**src/rtl/mips_cpu_pkg.sv**
```systemverilog
// rtl/mips_cpu_pkg.sv - shared mult_op codes, XLEN and HI/LO sequencer state encoding
package mips_cpu_pkg;

    localparam int XLEN = 32;

    typedef enum logic [2:0] {
        OP_NOP   = 3'd0,
        OP_MULT  = 3'd1,
        OP_MULTU = 3'd2,
        OP_DIV   = 3'd3,
        OP_DIVU  = 3'd4,
        OP_MT    = 3'd5,
        OP_MFHI  = 3'd6,
        OP_MFLO  = 3'd7
    } mult_op_e;

    typedef enum logic [1:0] {
        ST_IDLE = 2'd0,
        ST_ITER = 2'd1,
        ST_FIX  = 2'd2
    } muldiv_state_e;

endpackage

```
**src/rtl/mips_cpu_muldiv_step.sv**
```systemverilog
// rtl/mips_cpu_muldiv_step.sv - one combinational shift-add / restoring-divide iteration
module mips_cpu_muldiv_step #(
    parameter int XLEN = 32
) (
    input  logic              is_div,
    input  logic [2*XLEN-1:0] acc,
    input  logic [XLEN-1:0]   opnd,
    output logic [2*XLEN-1:0] acc_next,
    output logic              q_bit
);
    logic [XLEN:0]   sum;
    logic [XLEN:0]   rem_sh;
    logic [XLEN-1:0] diff;
    logic [XLEN-1:0] addend;

    // Multiply keeps {partial_product, multiplier}; divide keeps {remainder, dividend}.
    always_comb begin
        addend   = acc[0] ? opnd : '0;
        sum      = {1'b0, acc[2*XLEN-1:XLEN]} + {1'b0, addend};
        rem_sh   = acc[2*XLEN-1:XLEN-1];
        diff     = rem_sh[XLEN-1:0] - opnd;
        q_bit    = 1'b0;
        acc_next = {sum, acc[XLEN-1:1]};
        if (is_div) begin
            q_bit    = (rem_sh >= {1'b0, opnd});
            // Quotient bit slot is left zero; the caller merges q_bit in.
            acc_next = {(q_bit ? diff : rem_sh[XLEN-1:0]), acc[XLEN-2:0], 1'b0};
        end
    end

endmodule

```
**src/rtl/mips_cpu_muldiv_seq.sv**
```systemverilog
// rtl/mips_cpu_muldiv_seq.sv - multi-cycle HI/LO multiply/divide unit with busy interlock
module mips_cpu_muldiv_seq #(
    parameter int XLEN = mips_cpu_pkg::XLEN
) (
    input  logic            clk,
    input  logic            reset,
    input  logic [XLEN-1:0] a,
    input  logic [XLEN-1:0] b,
    input  logic [2:0]      op,
    input  logic            write,
    input  logic            mt_lo,
    output logic [XLEN-1:0] hi,
    output logic [XLEN-1:0] lo,
    output logic            busy,
    output logic            done
);
    import mips_cpu_pkg::*;

    localparam int CW = $clog2(XLEN);

    muldiv_state_e     state, state_next;
    mult_op_e          op_e;
    logic [CW-1:0]     cnt;
    logic [2*XLEN-1:0] acc, acc_step, prod;
    logic [XLEN-1:0]   opnd, a_raw, a_mag, b_mag, res_hi, res_lo;
    logic              div_mode, neg_res, neg_rem, div0;
    logic              is_arith, op_signed, op_div, accept, q_bit;

    assign op_e = mult_op_e'(op);
    assign busy = (state != ST_IDLE);

    always_comb begin
        is_arith  = (op_e == OP_MULT) || (op_e == OP_MULTU) || (op_e == OP_DIV) || (op_e == OP_DIVU);
        op_signed = (op_e == OP_MULT) || (op_e == OP_DIV);
        op_div    = (op_e == OP_DIV)  || (op_e == OP_DIVU);
        a_mag     = (op_signed && a[XLEN-1]) ? -a : a;
        b_mag     = (op_signed && b[XLEN-1]) ? -b : b;
        accept    = (state == ST_IDLE) && write && is_arith;
    end

    mips_cpu_muldiv_step #(.XLEN(XLEN)) u_step (
        .is_div   (div_mode),
        .acc      (acc),
        .opnd     (opnd),
        .acc_next (acc_step),
        .q_bit    (q_bit)
    );

    always_comb begin
        state_next = state;
        case (state)
            ST_IDLE: if (accept) state_next = ST_ITER;
            ST_ITER: if (cnt == CW'(XLEN - 1)) state_next = ST_FIX;
            ST_FIX:  state_next = ST_IDLE;
            default: state_next = ST_IDLE;
        endcase
    end

    // Divide-by-zero bypasses sign fixup and returns the raw dividend in HI.
    always_comb begin
        prod = neg_res ? -acc : acc;
        {res_hi, res_lo} = prod;
        if (div_mode) begin
            if (div0) begin
                res_hi = a_raw;
                res_lo = '1;
            end else begin
                res_lo = neg_res ? -acc[XLEN-1:0]      : acc[XLEN-1:0];
                res_hi = neg_rem ? -acc[2*XLEN-1:XLEN] : acc[2*XLEN-1:XLEN];
            end
        end
    end

    always_ff @(posedge clk or negedge reset) begin
        if (!reset) begin
            state <= ST_IDLE;
        end else begin
            state <= state_next;
        end
    end

    always_ff @(posedge clk or negedge reset) begin
        if (!reset) begin
            hi       <= '0;
            lo       <= '0;
            done     <= 1'b0;
            cnt      <= '0;
            acc      <= '0;
            opnd     <= '0;
            a_raw    <= '0;
            div_mode <= 1'b0;
            neg_res  <= 1'b0;
            neg_rem  <= 1'b0;
            div0     <= 1'b0;
        end else begin
            done <= 1'b0;
            case (state)
                ST_IDLE: begin
                    if (accept) begin
                        div_mode <= op_div;
                        opnd     <= op_div ? b_mag : a_mag;
                        acc      <= {{XLEN{1'b0}}, (op_div ? a_mag : b_mag)};
                        neg_res  <= op_signed && (a[XLEN-1] ^ b[XLEN-1]);
                        neg_rem  <= op_signed && a[XLEN-1];
                        div0     <= (b == '0);
                        a_raw    <= a;
                        cnt      <= '0;
                    end else if (write && op_e == OP_MT) begin
                        if (mt_lo) lo <= a;
                        else       hi <= a;
                    end
                end
                ST_ITER: begin
                    acc <= acc_step | {{(2*XLEN-1){1'b0}}, q_bit};
                    cnt <= cnt + 1'b1;
                end
                ST_FIX: begin
                    hi   <= res_hi;
                    lo   <= res_lo;
                    done <= 1'b1;
                end
                default: ;
            endcase
        end
    end

endmodule

```
**config.mk**
```make
export PLATFORM = sky130hd
export DESIGN_NAME = mips_cpu_muldiv_seq
export DESIGN_NICKNAME = d
export VERILOG_FILES = /design/src/rtl/mips_cpu_pkg.sv /design/src/rtl/mips_cpu_muldiv_step.sv /design/src/rtl/mips_cpu_muldiv_seq.sv
export SDC_FILE = /design/constraint.sdc
export NUM_CORES = 1
export LEC_CHECK = 0
export BUFFER_PORTS_ARGS = -buffer_cell sky130_fd_sc_hd__buf_2
export CORE_MARGIN = 4
export CORE_UTILIZATION = 45
export CTS_CLUSTER_SIZE = 20
export DETAILED_ROUTE_END_ITERATION = 6
export GPL_TIMING_DRIVEN = 0
export HOLD_SLACK_MARGIN = 0.05
export SYNTH_ARGS = -nofsm -noshare
export SYNTH_HDL_FRONTEND = slang
export SYNTH_HIERARCHICAL = 1
export SYNTH_SLANG_ARGS = --single-unit
```
**constraint.sdc**
```tcl
create_clock -name clk -period 5.35 [get_ports clk]
set_clock_uncertainty 0.2 [all_clocks]
set_input_delay 0.8025 -clock clk [delete_from_list [all_inputs] [get_ports clk]]
set_output_delay 0.8025 -clock clk [all_outputs]
set_load 0.01 [all_outputs]
```
== Yosys cells after proc, flatten, opt, wreduce, memory -nomap -nowiden ==
Index checks and enable logic that the tools add are counted.

* Register bits: 204

* Add/sub/neg operators: 8
* Magnitude comparators: 1
* Eq/ne operators: 14
* Muxes and demuxes: 31
* Bitwise operators: 2
* Reduce and logical (&&, ||, !) cells: 21

{| class="wikitable"
|+ Operators with widths
! operator !! number
|-
| 32-bit 2-to-1 mux || 18
|-
| 64-bit 2-to-1 mux || 3
|-
| 32-bit negator || 4
|-
| 32-bit one-hot mux with 2 select lines || 2
|-
| 64-bit one-hot mux with 2 select lines || 1
|-
| 64-bit negator || 1
|-
| 64-bit by 1-bit bitwise OR with 64-bit output || 1
|-
| 32-bit by 32-bit adder with 33-bit output || 1
|-
| 33-bit by 32-bit >= comparator with 1-bit output || 1
|-
| 32-bit logical NOT || 1
|-
| 32-bit subtractor || 1
|-
| 2-bit != test (second input constant) || 5
|-
| 5-bit one-hot mux with 2 select lines || 1
|-
| 4-bit AND reduction || 2
|-
| 3-bit by 2-bit == test with 1-bit output (second input constant) || 2
|-
| 3-bit == test (second input constant) || 2
|-
| 1-bit logical AND || 6
|-
| 2-bit AND reduction || 3
|-
| 2-bit nonzero test || 3
|-
| 5-bit by 1-bit adder with 5-bit output (second input constant) || 1
|-
| 5-bit == test (second input constant) || 1
|-
| 1-bit logical OR || 5
|-
| 5-bit 2-to-1 mux || 1
|-
| 2-bit 2-to-1 mux || 2
|-
| other kinds (8) || 9
|}

== Longest topological paths before layout ==
* Word-level depth: 7
* Gate-level depth with buffers: 16

== Modules after synthesis ==
The synthesis kept the hierarchy.

{| class="wikitable"
|+ By module, submodules not included
! module !! times used !! cells each !! area an instance (µm²) !! seq. area each (µm²)
|-
| mips_cpu_muldiv_seq || 1 || 1621 || 13240.2 || 5104.9
|-
| mips_cpu_muldiv_step || 1 || 656 || 4805.9 || 0.0
|}

== Least setup slack after synthesis ==
No wires, ideal clock.

* Path type: register -> register
* Start point: register acc[0]
* End point: register acc[55]
* Arrival: 3.102 ns
* Data required time: 5.017 ns
* Setup slack: 1.915 ns
* Cell stages (with the launch flop): 16
* Path buffers: 1
* Clock period less this slack: 3.435 ns
* Cells stage by stage: dfrtp_1 -> clkbuf_1 -> and2_1 -> ha_1 -> fa_1 -> a21o_1 -> a221oi_2 -> o31ai_2 -> a211o_1 -> a21boi_2 -> o31ai_1 -> a221oi_2 -> xor2_1 -> mux2i_1 -> nand2_1 -> o21ai_0

* Word-level cells in the longest chain between the ends: 5

{| class="wikitable"
|+ Ends and longest elaborated chain
! item !! line !! source
|-
| from (decl) || mips_cpu_muldiv_seq.sv:24 || <nowiki>logic [2*XLEN-1:0] acc, acc_step, prod;</nowiki>
|-
| from (signal assigned) || mips_cpu_muldiv_seq.sv:102 || <nowiki>acc <= {{XLEN{1'b0}}, (op_div ? a_mag : b_mag)};</nowiki>
|-
| from (signal assigned) || mips_cpu_muldiv_seq.sv:114 || <nowiki>acc <= acc_step | {{(2*XLEN-1){1'b0}}, q_bit};</nowiki>
|-
| 32-bit 2-to-1 mux || mips_cpu_muldiv_step.sv:18 || <nowiki>addend = acc[0] ? opnd : '0;</nowiki>
|-
| 32-bit by 32-bit adder with 33-bit output || mips_cpu_muldiv_step.sv:19 || <nowiki>sum = {1'b0, acc[2*XLEN-1:XLEN]} + {1'b0, addend};</nowiki>
|-
| 64-bit 2-to-1 mux || mips_cpu_muldiv_step.sv:24 || <nowiki>if (is_div) begin</nowiki>
|-
| named net acc_step[55] || mips_cpu_muldiv_seq.sv:24 ||
|-
| 64-bit by 1-bit bitwise OR with 64-bit output || mips_cpu_muldiv_seq.sv:114 ||
|-
| 64-bit one-hot mux with 2 select lines || mips_cpu_muldiv_seq.sv:97 || <nowiki>case (state)</nowiki>
|}

The timed path passes the listed nets, and every way through them passes these cells.
A chain may end at the register's enable or synchronous reset.

== Final worst setup path ==
* Start point: register acc[0]
* End point: register acc[63]

The elaborated chain is that of the path after synthesis.

==> results list <==
* Result of the run: finished clean
* Routed wire length: 80700 um
* Avg Inst Size Synth: 7.93 um2
- Die Outline Area: 43400 um2
- Average routed wire per standard cell: 27.1 um
- The detailed router finished its first iteration with 2478 violations.
- Number of distinct library cell variants in the gate-level netlist after synthesis: 100
- Remaining Overflow, GRT: 0
* Post-synthesis cell area: 18000 um2
* EDFF count, synth: 0
- The commonest cells after synthesis are 308 x sky130_fd_sc_hd__nand2_1, 204 x sky130_fd_sc_hd__dfrtp_1, 172 x sky130_fd_sc_hd__nor2_1, 146 x sky130_fd_sc_hd__a21oi_1, 144 x sky130_fd_sc_hd__o21ai_0.
* Router iterations before antenna repair: 6
- Cell types occupying the most area after synthesis: sky130_fd_sc_hd__dfrtp_1 28%, sky130_fd_sc_hd__nand2_1 6.4%, sky130_fd_sc_hd__ha_1 4.9%, sky130_fd_sc_hd__xnor2_1 4.5%, sky130_fd_sc_hd__a21oi_1 4.0%
- Cell at the root of the clock tree: sky130_fd_sc_hd__clkbuf_16
- Detailed placement finished with a half-perimeter wire length of 63200 um.
- The clock reaches the later pin of the worst-skew pair after 0.57 ns.
- Minimum hold slack: 0.110 ns
- Longest Clk Path Bufs: 3
* Final hold vios: 0
* Adder-cell area share of the yosys netlist: 0.0508
- Post-CTS setup repair buffer count: 0
- Path category of the worst min-delay check: primary input to asynchronous set/reset pin
* Met3 usage in global routing: 0.0816
- Height of the chip: 208 um
- The global routing stage identified its most utilized layer as met2.
- CTS Hold Bufs: 0
* WP data required: 5.62 ns
* Net total in the final layout: 2578
- Final Setup Violations: 0
* Via count of the first global-routing pass: 18700
- In this run the tightest slew margin relative to its limit is 0.107.
* Top-level port count: 137
* Clock tree from TritonCTS: yes
- Maximum vdd drop: 343 uV
* Pin slew with the least headroom to its limit: 1.33 ns
- Synthesis handed over a netlist of 2277 instances.
* Post-placement cell count: 2933
- Starting utilization of the core area: 0.454
* Number of instances resized during post-cts repair: 0
- In this run the remaining antenna-violating nets after routing total 0.
- The analysis attributes to cell leakage a power of 8.54 nW.
- The initial antenna violation count was 2.
* Synth warn: 6
* Global-route wire length before repair: 119000 um
* Total CTS buffers: 25
* Met2 usage in global routing: 0.541
- Max-slew violations: 0
- Area growth, synth to finish: 11.9%
- At the end of routability-driven placement, the weighted congestion stood at 1.03.
* Dominant combinational cell family by area after synthesis: compound AO/OA/AOI/OAI gates
* Cell Count, Final, Fillers Out: 2980
* GR Util All Layers: 0.354
- Vias post-DR: 19500
- Counting every net in the synthesized netlist gives 2420.
- Derived from the worst setup path, the maximum achievable clock frequency is 0.221 GHz.
- The critical path is of the register to register type.
- The share of the Yosys chip area taken by registers is 0.283.
- Register-to-Register Path Depth: 15
- In the final layout, the share of cells above drive strength 1 is 0.110.
* Area share of the leading cell type in the synthesized netlist: 0.283
- For this run, global-route usage on met1 was measured as 0.480.
* Kind of capture point of the worst setup path: register
- Min Tclk post-route: 4.52 ns
- Clock edge transition at the registers on the reported setup and hold paths: 0.06 ns
* Vias per inst: 6.56
- Async set-or-reset flop fraction in the synthesized netlist: 1.00
* Number of levels the H-tree was split into: 1
- Layout filler cell count: 4058
- The die is 208 um wide.
- Across the run, the number of max-cap violations was 0.
* Std cell rows: 73
* Count leader, synth: sky130_fd_sc_hd__nand2_1
- Yosys top cell by area: sky130_fd_sc_hd__dfrtp_1
- Setup repair after global routing left no endpoint under its margin.
* Post-Synth Simple-Gate Area: 0.224
* Power density relative to cell area: 718 nW/um2
* Maximum number of pins on one net before global-route repair: 104
- For this design, the sink count on the clock tree is 204.
* Xor-xnor portion of the synthesized cell area: 0.0820
- For the worst setup path, the data arrival time is 4.78 ns.
* Compound-gate portion of the synthesized area: 0.255
* Synthesis-stage register bit count: 204
- Synth Flop Type: sky130_fd_sc_hd__dfrtp_1
* Number of remaining DRC errors: 0
* Floorplan Core Area: 39700 um2
- In this run the tool buffered the top-level ports with 130 buffer cells.
* Final Cycle Share: 0.844
* Startpoint type of the worst setup path: register
* Critical path fanouts, max: 10
- Measured against the total synthesized area, the mux share comes to 0.0519.
## report_power, final
group          switching [mW]  total [mW]  internal [mW]
logic                    5.80        9.51           3.70
clock network           0.733        1.73          0.999
registers               0.990        3.27           2.28
total                    7.53        14.5           6.98
## logic make-up after synthesis
logic type | count (synthesis)
buffers and inverters | 233
and+or+nand+nor | 824
adders and majority gates | 72
DFF | 204
xor gates and xnor gates | 169
AOI/OAI and AO/OA | 686
muxes | 89
## worst paths after layout
| path | slack (ns) | endpoint | start |
|---|---|---|---|
| worst max-delay path | 0.83 | acc[63] | acc[0] |
| worst max register to register | 0.83 | acc[63] | acc[0] |
| min in group clk | 0.28 | hi[30] | hi[30] |
| worst min-delay path | 0.11 | hi[26] | reset |
| worst min register to register | 0.28 | hi[30] | hi[30] |
| max in group asynchronous | 3.77 | acc[33] | reset |
## area by class of cell
cell class	count	area, um2	area share
clock inverter	11	115	0.00570
clock buffer	34	689	0.0341
inverter	68	255	0.0126
multi-input combinational	1840	12000	0.593
sequential	204	5100	0.253
antenna	2	5.00	0.000248
tap	525	657	0.0325
timing repair buffer	131	688	0.0341
buffer	165	704	0.0349
## worst max-delay path, stage by stage, from the launching register on
cell                       delay, ns
sky130_fd_sc_hd__dfrtp_1        0.79
sky130_fd_sc_hd__clkbuf_1       0.48
sky130_fd_sc_hd__and2_1         0.21
sky130_fd_sc_hd__ha_1           0.24
sky130_fd_sc_hd__fa_1           0.25
sky130_fd_sc_hd__a21o_1         0.17
sky130_fd_sc_hd__a221oi_2       0.09
sky130_fd_sc_hd__o31ai_2        0.43
sky130_fd_sc_hd__a21oi_1        0.24
sky130_fd_sc_hd__o31a_1         0.40
sky130_fd_sc_hd__o21ai_1        0.28
sky130_fd_sc_hd__a41o_1         0.23
sky130_fd_sc_hd__o311ai_2       0.10
sky130_fd_sc_hd__a21oi_1        0.15
sky130_fd_sc_hd__nand2_1        0.06
sky130_fd_sc_hd__o21ai_0        0.08
## layout by cell type (no fill, tap or decap), types with 29 or more instances in the layout
cell	count
sky130_fd_sc_hd__a211oi_1	34
sky130_fd_sc_hd__a21o_1	39
sky130_fd_sc_hd__a21oi_1	146
sky130_fd_sc_hd__and2_1	39
sky130_fd_sc_hd__and3_1	40
sky130_fd_sc_hd__buf_2	140
sky130_fd_sc_hd__clkbuf_1	139
sky130_fd_sc_hd__dfrtp_1	204
sky130_fd_sc_hd__ha_1	70
sky130_fd_sc_hd__inv_1	64
sky130_fd_sc_hd__mux2_2	33
sky130_fd_sc_hd__mux2i_1	55
sky130_fd_sc_hd__nand2_1	308
sky130_fd_sc_hd__nand3_1	34
sky130_fd_sc_hd__nor2_1	172
sky130_fd_sc_hd__nor3_1	48
sky130_fd_sc_hd__o21ai_0	144
sky130_fd_sc_hd__o21ai_1	36
sky130_fd_sc_hd__o221ai_1	31
sky130_fd_sc_hd__o22ai_1	30
sky130_fd_sc_hd__o31ai_1	39
sky130_fd_sc_hd__or3_1	29
sky130_fd_sc_hd__or4_1	33
sky130_fd_sc_hd__xnor2_1	92
sky130_fd_sc_hd__xor2_1	77
## metrics by stage
stage / setup TNS [ns] / util / worst slack, ns / cell area, um2 / total power [mW]
finish: 0 / 0.508 / 0.833 / 20200 / 14.5
global route: 0 / 0.508 / 0.649 / 20200 / 15.4
CTS: 0 / 0.508 / 0.985 / 20200 / 14.3
detailed placement: 0 / 0.488 / 1.02 / 19400 / 12.5
global placement: -61.72 / 0.487 / -0.347 / 19400 / 12.4
floorplan: 0 / - / 1.91 / 18000 / 9.55
## state kept, by name, summed over array words and instances (netlist names)
signal    count
a_raw        32
acc          64
cnt           5
div0          1
div_mode      1
done          1
hi           32
lo           32
neg_rem       1
neg_res       1
opnd         32
state         2
## layer usage
metal / share of wire / wire [um] / up-vias
met5: 0 / 0 / -
met4: 0.056 / 4540 / 0
met3: 0.11 / 8620 / 245
met2: 0.43 / 34900 / 1101
met1: 0.41 / 32700 / 9531
li1: - / - / 8666
No activity file was read; power rests on OpenSTA's default activity.
